===== config.mk =====
export PLATFORM = sky130hd
export DESIGN_NAME = rs_cu_v2
export DESIGN_NICKNAME = d
export VERILOG_FILES = /design/src/rtl/rs_cu_v2.sv
export SDC_FILE = /design/constraint.sdc
export NUM_CORES = 1
export LEC_CHECK = 0
export CORE_UTILIZATION = 44
export CTS_CLUSTER_DIAMETER = 30
export DETAILED_ROUTE_END_ITERATION = 16
export HOLD_SLACK_MARGIN = 0.12
export PLACE_DENSITY_LB_ADDON = 0.3
export SYNTH_ARGS = -nofsm -noshare
export SYNTH_HDL_FRONTEND = slang
export SYNTH_SLANG_ARGS = --single-unit

===== constraint.sdc =====
create_clock -name clock -period 1.9 [get_ports clock]
set_input_delay 0.475 -clock clock [delete_from_list [all_inputs] [get_ports clock]]
set_output_delay 0.475 -clock clock [all_outputs]
set_load 0.005 [all_outputs]

===== src/rtl/rs_cu_v2.sv =====
// Control unit for the 20-bit restoring square-root datapath: sequences 10 CALC/TEST digit steps, then OUT and DONE.
// Optional feature: define RS_CU_ABORT_EN to add the abort input and the aborted pulse output.
module rs_cu_v2 #(
   parameter int ITERS = 10,
   parameter int CNT_W = 4
) (
   input  logic clock,
   input  logic reset,
   input  logic start,
   input  logic bsign,
   input  logic neq0,
`ifdef RS_CU_ABORT_EN
   input  logic abort,
   output logic aborted,
`endif
   output logic busy,
   output logic done,
   output logic err,
   output logic ldn,
   output logic lda,
   output logic ldt,
   output logic ldp,
   output logic ldb,
   output logic ldq,
   output logic selq,
   output logic ldm,
   output logic selm,
   output logic decn,
   output logic ldo
);

   typedef enum logic [2:0] {
      S_IDLE = 3'd0,
      S_CALC = 3'd1,
      S_TEST = 3'd2,
      S_OUT  = 3'd3,
      S_DONE = 3'd4
   } state_t;

   typedef struct packed {
      logic ldn;
      logic lda;
      logic ldt;
      logic ldp;
      logic ldb;
      logic ldq;
      logic selq;
      logic ldm;
      logic selm;
      logic decn;
      logic ldo;
   } strb_t;

   localparam logic [CNT_W-1:0] ITERS_N = CNT_W'(ITERS);
   localparam logic [CNT_W:0]   ITERS_W = (CNT_W+1)'(ITERS);

   state_t             state_q, state_d;
   logic [CNT_W-1:0]   cnt_q, cnt_d;
   logic               err_q, err_d;
   logic               aborted_q, abort_hit;
   strb_t              strb;
   logic               busy_d, done_d;
   logic [CNT_W:0]     cnt_inc;
   logic               last_iter, seq_err;

   // Sequencing check: the datapath's n==0 must coincide with the final counted digit.
   assign cnt_inc   = {1'b0, cnt_q} + (CNT_W+1)'(1);
   assign last_iter = (cnt_inc == ITERS_W);
   assign seq_err   = (neq0 && !last_iter) || (last_iter && !neq0);

   always_comb begin
      state_d   = state_q;
      cnt_d     = cnt_q;
      err_d     = err_q;
      abort_hit = 1'b0;
      strb      = '0;
      busy_d    = 1'b0;
      done_d    = 1'b0;
      case (state_q)
         S_IDLE: begin
            if (start) begin
               strb.ldn = 1'b1;
               strb.lda = 1'b1;
               cnt_d    = '0;
               err_d    = 1'b0;
               state_d  = S_CALC;
            end
         end
         S_CALC: begin
            busy_d   = 1'b1;
            strb.ldp = 1'b1;
            strb.ldb = 1'b1;
            strb.ldt = 1'b1;
            state_d  = S_TEST;
         end
         S_TEST: begin
            busy_d    = 1'b1;
            strb.ldq  = 1'b1;
            strb.ldm  = 1'b1;
            strb.selq = bsign;
            strb.selm = bsign;
            strb.decn = !neq0;
            cnt_d     = (cnt_q == ITERS_N) ? cnt_q : cnt_q + CNT_W'(1);
            if (seq_err) begin
               err_d = 1'b1;
            end
            state_d = (neq0 || seq_err) ? S_OUT : S_CALC;
         end
         S_OUT: begin
            busy_d   = 1'b1;
            strb.ldo = 1'b1;
            state_d  = S_DONE;
         end
         S_DONE: begin
            done_d  = 1'b1;
            state_d = S_IDLE;
         end
         default: begin
            state_d = S_IDLE;
         end
      endcase
`ifdef RS_CU_ABORT_EN
      // Abort cancels the step outright: no strobe this cycle, counter and err untouched.
      if (abort && (state_q == S_CALC || state_q == S_TEST || state_q == S_OUT)) begin
         abort_hit = 1'b1;
         strb      = '0;
         state_d   = S_IDLE;
         cnt_d     = cnt_q;
         err_d     = err_q;
      end
`endif
      if (reset) begin
         strb   = '0;
         busy_d = 1'b0;
         done_d = 1'b0;
      end
   end

   always_ff @(posedge clock) begin
      if (reset) begin
         state_q   <= S_IDLE;
         cnt_q     <= '0;
         err_q     <= 1'b0;
         aborted_q <= 1'b0;
      end else begin
         state_q   <= state_d;
         cnt_q     <= cnt_d;
         err_q     <= err_d;
         aborted_q <= abort_hit;
      end
   end

   assign busy = busy_d;
   assign done = done_d;
   assign err  = err_q;
   assign ldn  = strb.ldn;
   assign lda  = strb.lda;
   assign ldt  = strb.ldt;
   assign ldp  = strb.ldp;
   assign ldb  = strb.ldb;
   assign ldq  = strb.ldq;
   assign selq = strb.selq;
   assign ldm  = strb.ldm;
   assign selm = strb.selm;
   assign decn = strb.decn;
   assign ldo  = strb.ldo;

`ifdef RS_CU_ABORT_EN
   assign aborted = aborted_q;
`else
   logic unused_aborted;
   assign unused_aborted = aborted_q;
`endif

endmodule


==> results of run 1 <==
synth_stat cells (all sizes together):
cell type	n	area (um2)
nand3	3	15.0
ha	4	50.1
buf	7	53.8
nor3	3	15.0
inv	5	18.8
and2	2	12.5
a32o	2	20.0
nand2b	3	18.8
o32ai	1	8.76
nor3b	2	15.0
and3	4	25.0
o41ai	1	8.76
nand2	1	3.75
a2111o	1	11.3
clkbuf	2	7.51
a21oi	2	10.0
o21ai	2	10.0
nand4b	1	8.76
nor4b	3	26.3
or4b	1	10.0
nor2	5	18.8
o31ai	2	15.0
or2	2	12.5
dfxtp	8	160
nor4	2	12.5
and4b	1	13.8
nand4	2	12.5
worst paths after layout:
path | slack [ns] | end | start | cells after the start
worst min register to register | 0.50 | err$_SDFFE_PP0P_ | err$_SDFFE_PP0P_ | 1
worst max-delay path | -0.04 | decn | neq0 | 3
worst max register to register | -0.01 | err$_SDFFE_PP0P_ | cnt_q[1]$_SDFFE_PP0P_ | 7
worst min-delay path | 0.50 | err$_SDFFE_PP0P_ | err$_SDFFE_PP0P_ | 1
state kept, by name, indices dropped and copies added (netlist names):
name / count
cnt_q: 4
err: 1
state_q: 3
critical path: cells and delay by family:
family / cells / cell delay [ns]
buf+inv: 2 / 0.72
simple gates: 1 / 0.28
metrics by stage:
| stage | instances | hold WS (ns) | setup TNS, ns | worst slack [ns] | util |
|---|---|---|---|---|---|
| 6_report | 115 | 0.502 | -0.0558 | -0.0447 | 0.803 |
| 5_1_grt | 115 | 0.535 | -0.178 | -0.110 | 0.803 |
| 4_1_cts | 112 | 0.508 | -0.271 | -0.0734 | 0.738 |
| 3_5_place_dp | 106 | 0.497 | -5.63 | -0.519 | 0.686 |
| 3_3_place_gp | 106 | 0.493 | -5.20 | -0.461 | 0.686 |
| 2_1_floorplan | 72 | 0.487 | 0 | 0.178 | - |
layout make-up:
class / instances / area [um2]
multi-input cells: 50 / 402
repair buffers: 35 / 322
fillers: 70 / 234
flip-flops and latches: 8 / 170
clock buffers: 3 / 22.5
inverters: 5 / 18.8
well taps: 14 / 17.5
where the power goes:
part / total, mW / leakage [nW] / internal (mW) / switching [mW]
Clock: 0.127 / 0.0138 / 0.0721 / 0.0549
Combinational: 0.127 / 0.434 / 0.0698 / 0.0576
Sequential: 0.177 / 0.0672 / 0.172 / 0.00508
metal layers:
layer	part of all wire	vias up	GRT usage
met2	0.52	18	0.392
met4	0.010	0	0.0431
met1	0.44	338	0.324
met3	0.033	2	0.0694
li1	-	322	-
met5	0	-	0
kinds of logic after synthesis:
family,after synthesis
simple gates,35
buf+inv,14
compound gates,11
flops,8
fa+ha+maj,4
repair_timing:
item | CTS | global route
resized for setup | 21 | 16
pin swaps | 1 | 2
endpoints found under the setup margin | 13 | 8
setup buffers | 3 | 3
==> metrics.txt, run 1 <==
run status complete, but fails checks; violations in the final reports setup timing; clock tree from TritonCTS built; NumNets Final between 100 and 150; number of slew-limit violations in the final report 0; count of buffers inserted at the top-level ports 18; arrival time reported for the critical path endpoint between 1 and 1.5 ns; Final Setup Violations 2; synthesized-area fraction occupied by ao, oa, aoi and oai cells 0.141; Worst Max-Slew Pin Slew around 0.31 ns; number of iterations in the first detailed-routing pass 4; most frequent cells in the layout sky130_fd_sc_hd__buf_4 (14), sky130_fd_sc_hd__dlygate4sd2_1 (6), sky130_fd_sc_hd__dlymetal6s2s_1 (6), sky130_fd_sc_hd__inv_1 (5); max cap viols 0; Final period util 1.02; syn_area_per_cell 8.25 um2; CTS clk-pin slew, worst paths roughly 0.050 ns; Worst Setup Slack, final -0.0447 ns; proportion of synthesized area in mux cells 0; ratio of cells with drive above 1 in the final layout 0.337; vias in the first global route approximately 590; count of clock tree sinks 8; Floorplan Core Area about 1200 um2; Achievable Freq between 0.5 and 0.6 GHz; Period minus WS final 1.94 ns; Total Routed Length 1860 um; start-to-end type of the worst setup path input pin to primary output; number of nets produced by synthesis about 80; critical-path cell with the highest stage delay sky130_fd_sc_hd__clkdlybuf4s50_1; synthesis-stage register bit count 8; TritonCTS Buffers 3; netlist area before placement 594 um2; Root Buffer Master sky130_fd_sc_hd__clkbuf_4; number of vias after detailed routing roughly 700; number of top-level pins 19; average via count per standard cell about 5.9; Detailed Place HPWL between 1000 and 1500 um; maximum clock path buffer count 2; CTS H-tree depth 1; area share of and/or/nand/nor cells after synthesis 0.371; largest net degree at the start of global routing 9; Post-DRT Antenna Nets 0; Synth-to-Final Area Change 60.2%; summed area of non-filler cells in the final layout about 950 um2; chip height 38.8 um; relative slew slack 0.790; total overflow reported by the global router 0; cell count after synthesis between 70 and 80; Final Hold Vio Count 0; power per cell area between 400 and 500 nW/um2; antenna diode instance count 0; WL/cell about 16 um; Clock Skews 0.00835 ns; parity-gate share of the synthesized area counting xor and xnor cells 0; residual DRC count 0; die area approximately 1500 um2; global-route wire length before repair approximately 2500 um; Worst-Skew Late Latency about 0.26 ns; First DRT Iteration DRCs 16; placer's final routability congestion estimate 0.815; gr usage total 0.244; number of rows created at floorplan 12; data required time of the critical path 1.42 ns; critical path startpoint category input pin; initial antenna violation count 0; hold crit path type flip-flop to flip-flop; total cell area at the placement stage slightly above 800 um2; Final Total Pwr about 0.43 mW; fraction of the mapped netlist area in adder cells 0.0842; largest incremental delay on the critical path between 0.4 and 0.5 ns; combinational family with the most area after synthesis simple AND/OR/NAND/NOR gates; type of destination of the critical path primary output; maximum fanout along the worst path 2; sequential cell area fraction in the yosys report 0.269; number of unique standard cell types used by synthesis 30; Initial Utilization 0.501; horizontal extent of the die between 30 and 40 um; synth warn 0; leakage power total around 0.5 nW; hold_buf cts 0; Worst VDD drop about 390 uV; critical path, cell by cell clkdlybuf4s50_1 > nor4_2 > clkdlybuf4s15_1; most common cell after layout, fill and taps aside sky130_fd_sc_hd__buf_4
Note: power is estimated with default switching activity, not from simulation.
==> run 2, diff against run 1 <==
- PLACE_DENSITY: default -> 0.87
- PLACE_DENSITY_LB_ADDON: 0.3 -> default
==> run 2 against run 1 <==
  * The run now ends clean
  * Critical path depth stayed put
  * Clock skew is 0.0050 ns higher
  * Combinational power is 5% lower
  * Flip-flop and latch count stayed put
  * Count of clock-buffer cells in the layout stayed put
  * Worst hold slack better by 0.0077 ns
  * Worst setup slack better by 0.11 ns
  * Non-clock buffer count is 1 lower
  * Critical endpoint is now lda
==> metrics.txt, run 2 (synthesis gave the netlist of run 1 again) <==
CTS H-tree depth 1; Initial Utilization 0.501; arrival time reported for the critical path endpoint approximately 1.4 ns; First DRT Iteration DRCs 24; largest incremental delay on the critical path between 0.4 and 0.5 ns; number of top-level pins 19; most frequent cells in the layout sky130_fd_sc_hd__buf_4 (13), sky130_fd_sc_hd__dlygate4sd2_1 (11), sky130_fd_sc_hd__inv_1 (5), sky130_fd_sc_hd__dfxtp_1 (5); largest net degree at the start of global routing 13; Worst-Skew Late Latency 0.27 ns; critical path startpoint category input pin; critical-path cell with the highest stage delay sky130_fd_sc_hd__clkdlybuf4s50_1; Clock Skews 0.0133 ns; Largest delay share family, worst path buffers and inverters; start-to-end type of the worst setup path input pin to primary output; number of buffer and inverter instances along the worst setup path 2; total cell area at the placement stage 813 um2; summed area of non-filler cells in the final layout 917 um2; NumNets Final 111; relative slew slack 0.791; maximum clock path buffer count 2; type of destination of the critical path primary output; die area between 1500 and 2000 um2; Detailed Place HPWL 1180 um; Total Routed Length 1790 um; initial antenna violation count 0; Floorplan Core Area between 1000 and 1500 um2; average via count per standard cell 5.96; chip height around 39 um; horizontal extent of the die slightly below 40 um; hold_buf cts 0; WL/cell 15.7 um; Final period util 0.967; Worst VDD drop roughly 440 uV; leakage power total around 0.44 nW; run status completed; vias in the first global route 646; gr usage total 0.280; sum of negative setup slack 0 ns; total overflow reported by the global router 0; count of buffers inserted at the top-level ports 18; Synth-to-Final Area Change 54.3%; global-route wire length before repair between 2000 and 3000 um; Worst Max-Slew Pin Slew 0.310 ns; number of flip-flops under the largest register name 4; number of rows created at floorplan 12; residual DRC count 0; max cap viols 0; Achievable Freq around 0.54 GHz; Root Buffer Master sky130_fd_sc_hd__clkbuf_4; count of clock tree sinks 8; Final Hold Vio Count 0; ratio of cells with drive above 1 in the final layout 0.340; hold crit path type flip-flop to flip-flop; most common cell after layout, fill and taps aside sky130_fd_sc_hd__buf_4; number of iterations in the first detailed-routing pass 4; power per cell area ~470 nW/um2; most flop-heavy register cnt_q; Final Setup Violations 0; antenna diode instance count 0; Period minus WS final ~1.8 ns; Final Total Pwr about 0.43 mW; number of vias after detailed routing 680; number of slew-limit violations in the final report 0; clock tree from TritonCTS built; data required time of the critical path between 1 and 1.5 ns; CTS clk-pin slew, worst paths approximately 0.060 ns; TritonCTS Buffers 3; Post-DRT Antenna Nets 0; maximum fanout along the worst path 2; placer's final routability congestion estimate 0.835; critical path, cell by cell clkdlybuf4s50_1 > and3_1 > dlygate4sd2_1
-- run 2: path summary, 6_finish.rpt --
kind         slack (ns)               end  depth (start not counted)                  start
max                0.06               lda                          3                  start
min                0.51  err$_SDFFE_PP0P_                          1       err$_SDFFE_PP0P_
max reg2reg        0.08  err$_SDFFE_PP0P_                          7  cnt_q[1]$_SDFFE_PP0P_
min reg2reg        0.51  err$_SDFFE_PP0P_                          1       err$_SDFFE_PP0P_
-- run 2: cell type report --
cell class / instances / area [um2]
tap: 14 / 17.5
timing repair buffer: 34 / 290
fill: 91 / 269
multi-input combinational: 50 / 402
inverter: 5 / 18.8
sequential: 8 / 166
clock buffer: 3 / 22.5
-- run 2: routing by layer --
metal / global-route usage / vias to the layer above / share of wire
met3: 0.104 / 5 / 0.055
met1: 0.266 / 324 / 0.40
met5: 0 / - / 0
li1: - / 320 / -
met2: 0.521 / 31 / 0.53
met4: 0.129 / 0 / 0.019
-- run 2: per-stage QoR --
step / worst slack [ns] / util / hold WS [ns] / instances
after floorplan: 0.178 / - / 0.487 / 72
after global routing: -0.0305 / 0.773 / 0.530 / 114
after CTS: 0.0159 / 0.765 / 0.522 / 114
final: 0.0622 / 0.773 / 0.509 / 114
after detailed placement: -0.584 / 0.686 / 0.508 / 106
after global placement: -0.492 / 0.686 / 0.492 / 106
-- run 2: power breakdown --
part           internal, mW  switching [mW]  total, mW
combinational        0.0645          0.0563      0.121
sequential            0.172         0.00500      0.177
clock                0.0727          0.0643      0.137
-- run 2: what timing repair did --
item | in CTS | in global routing
resized for setup | 32 | 6
endpoints found under the setup margin | 13 | 3
buffers inserted | 5 | 0
pin swaps | 2 | 2
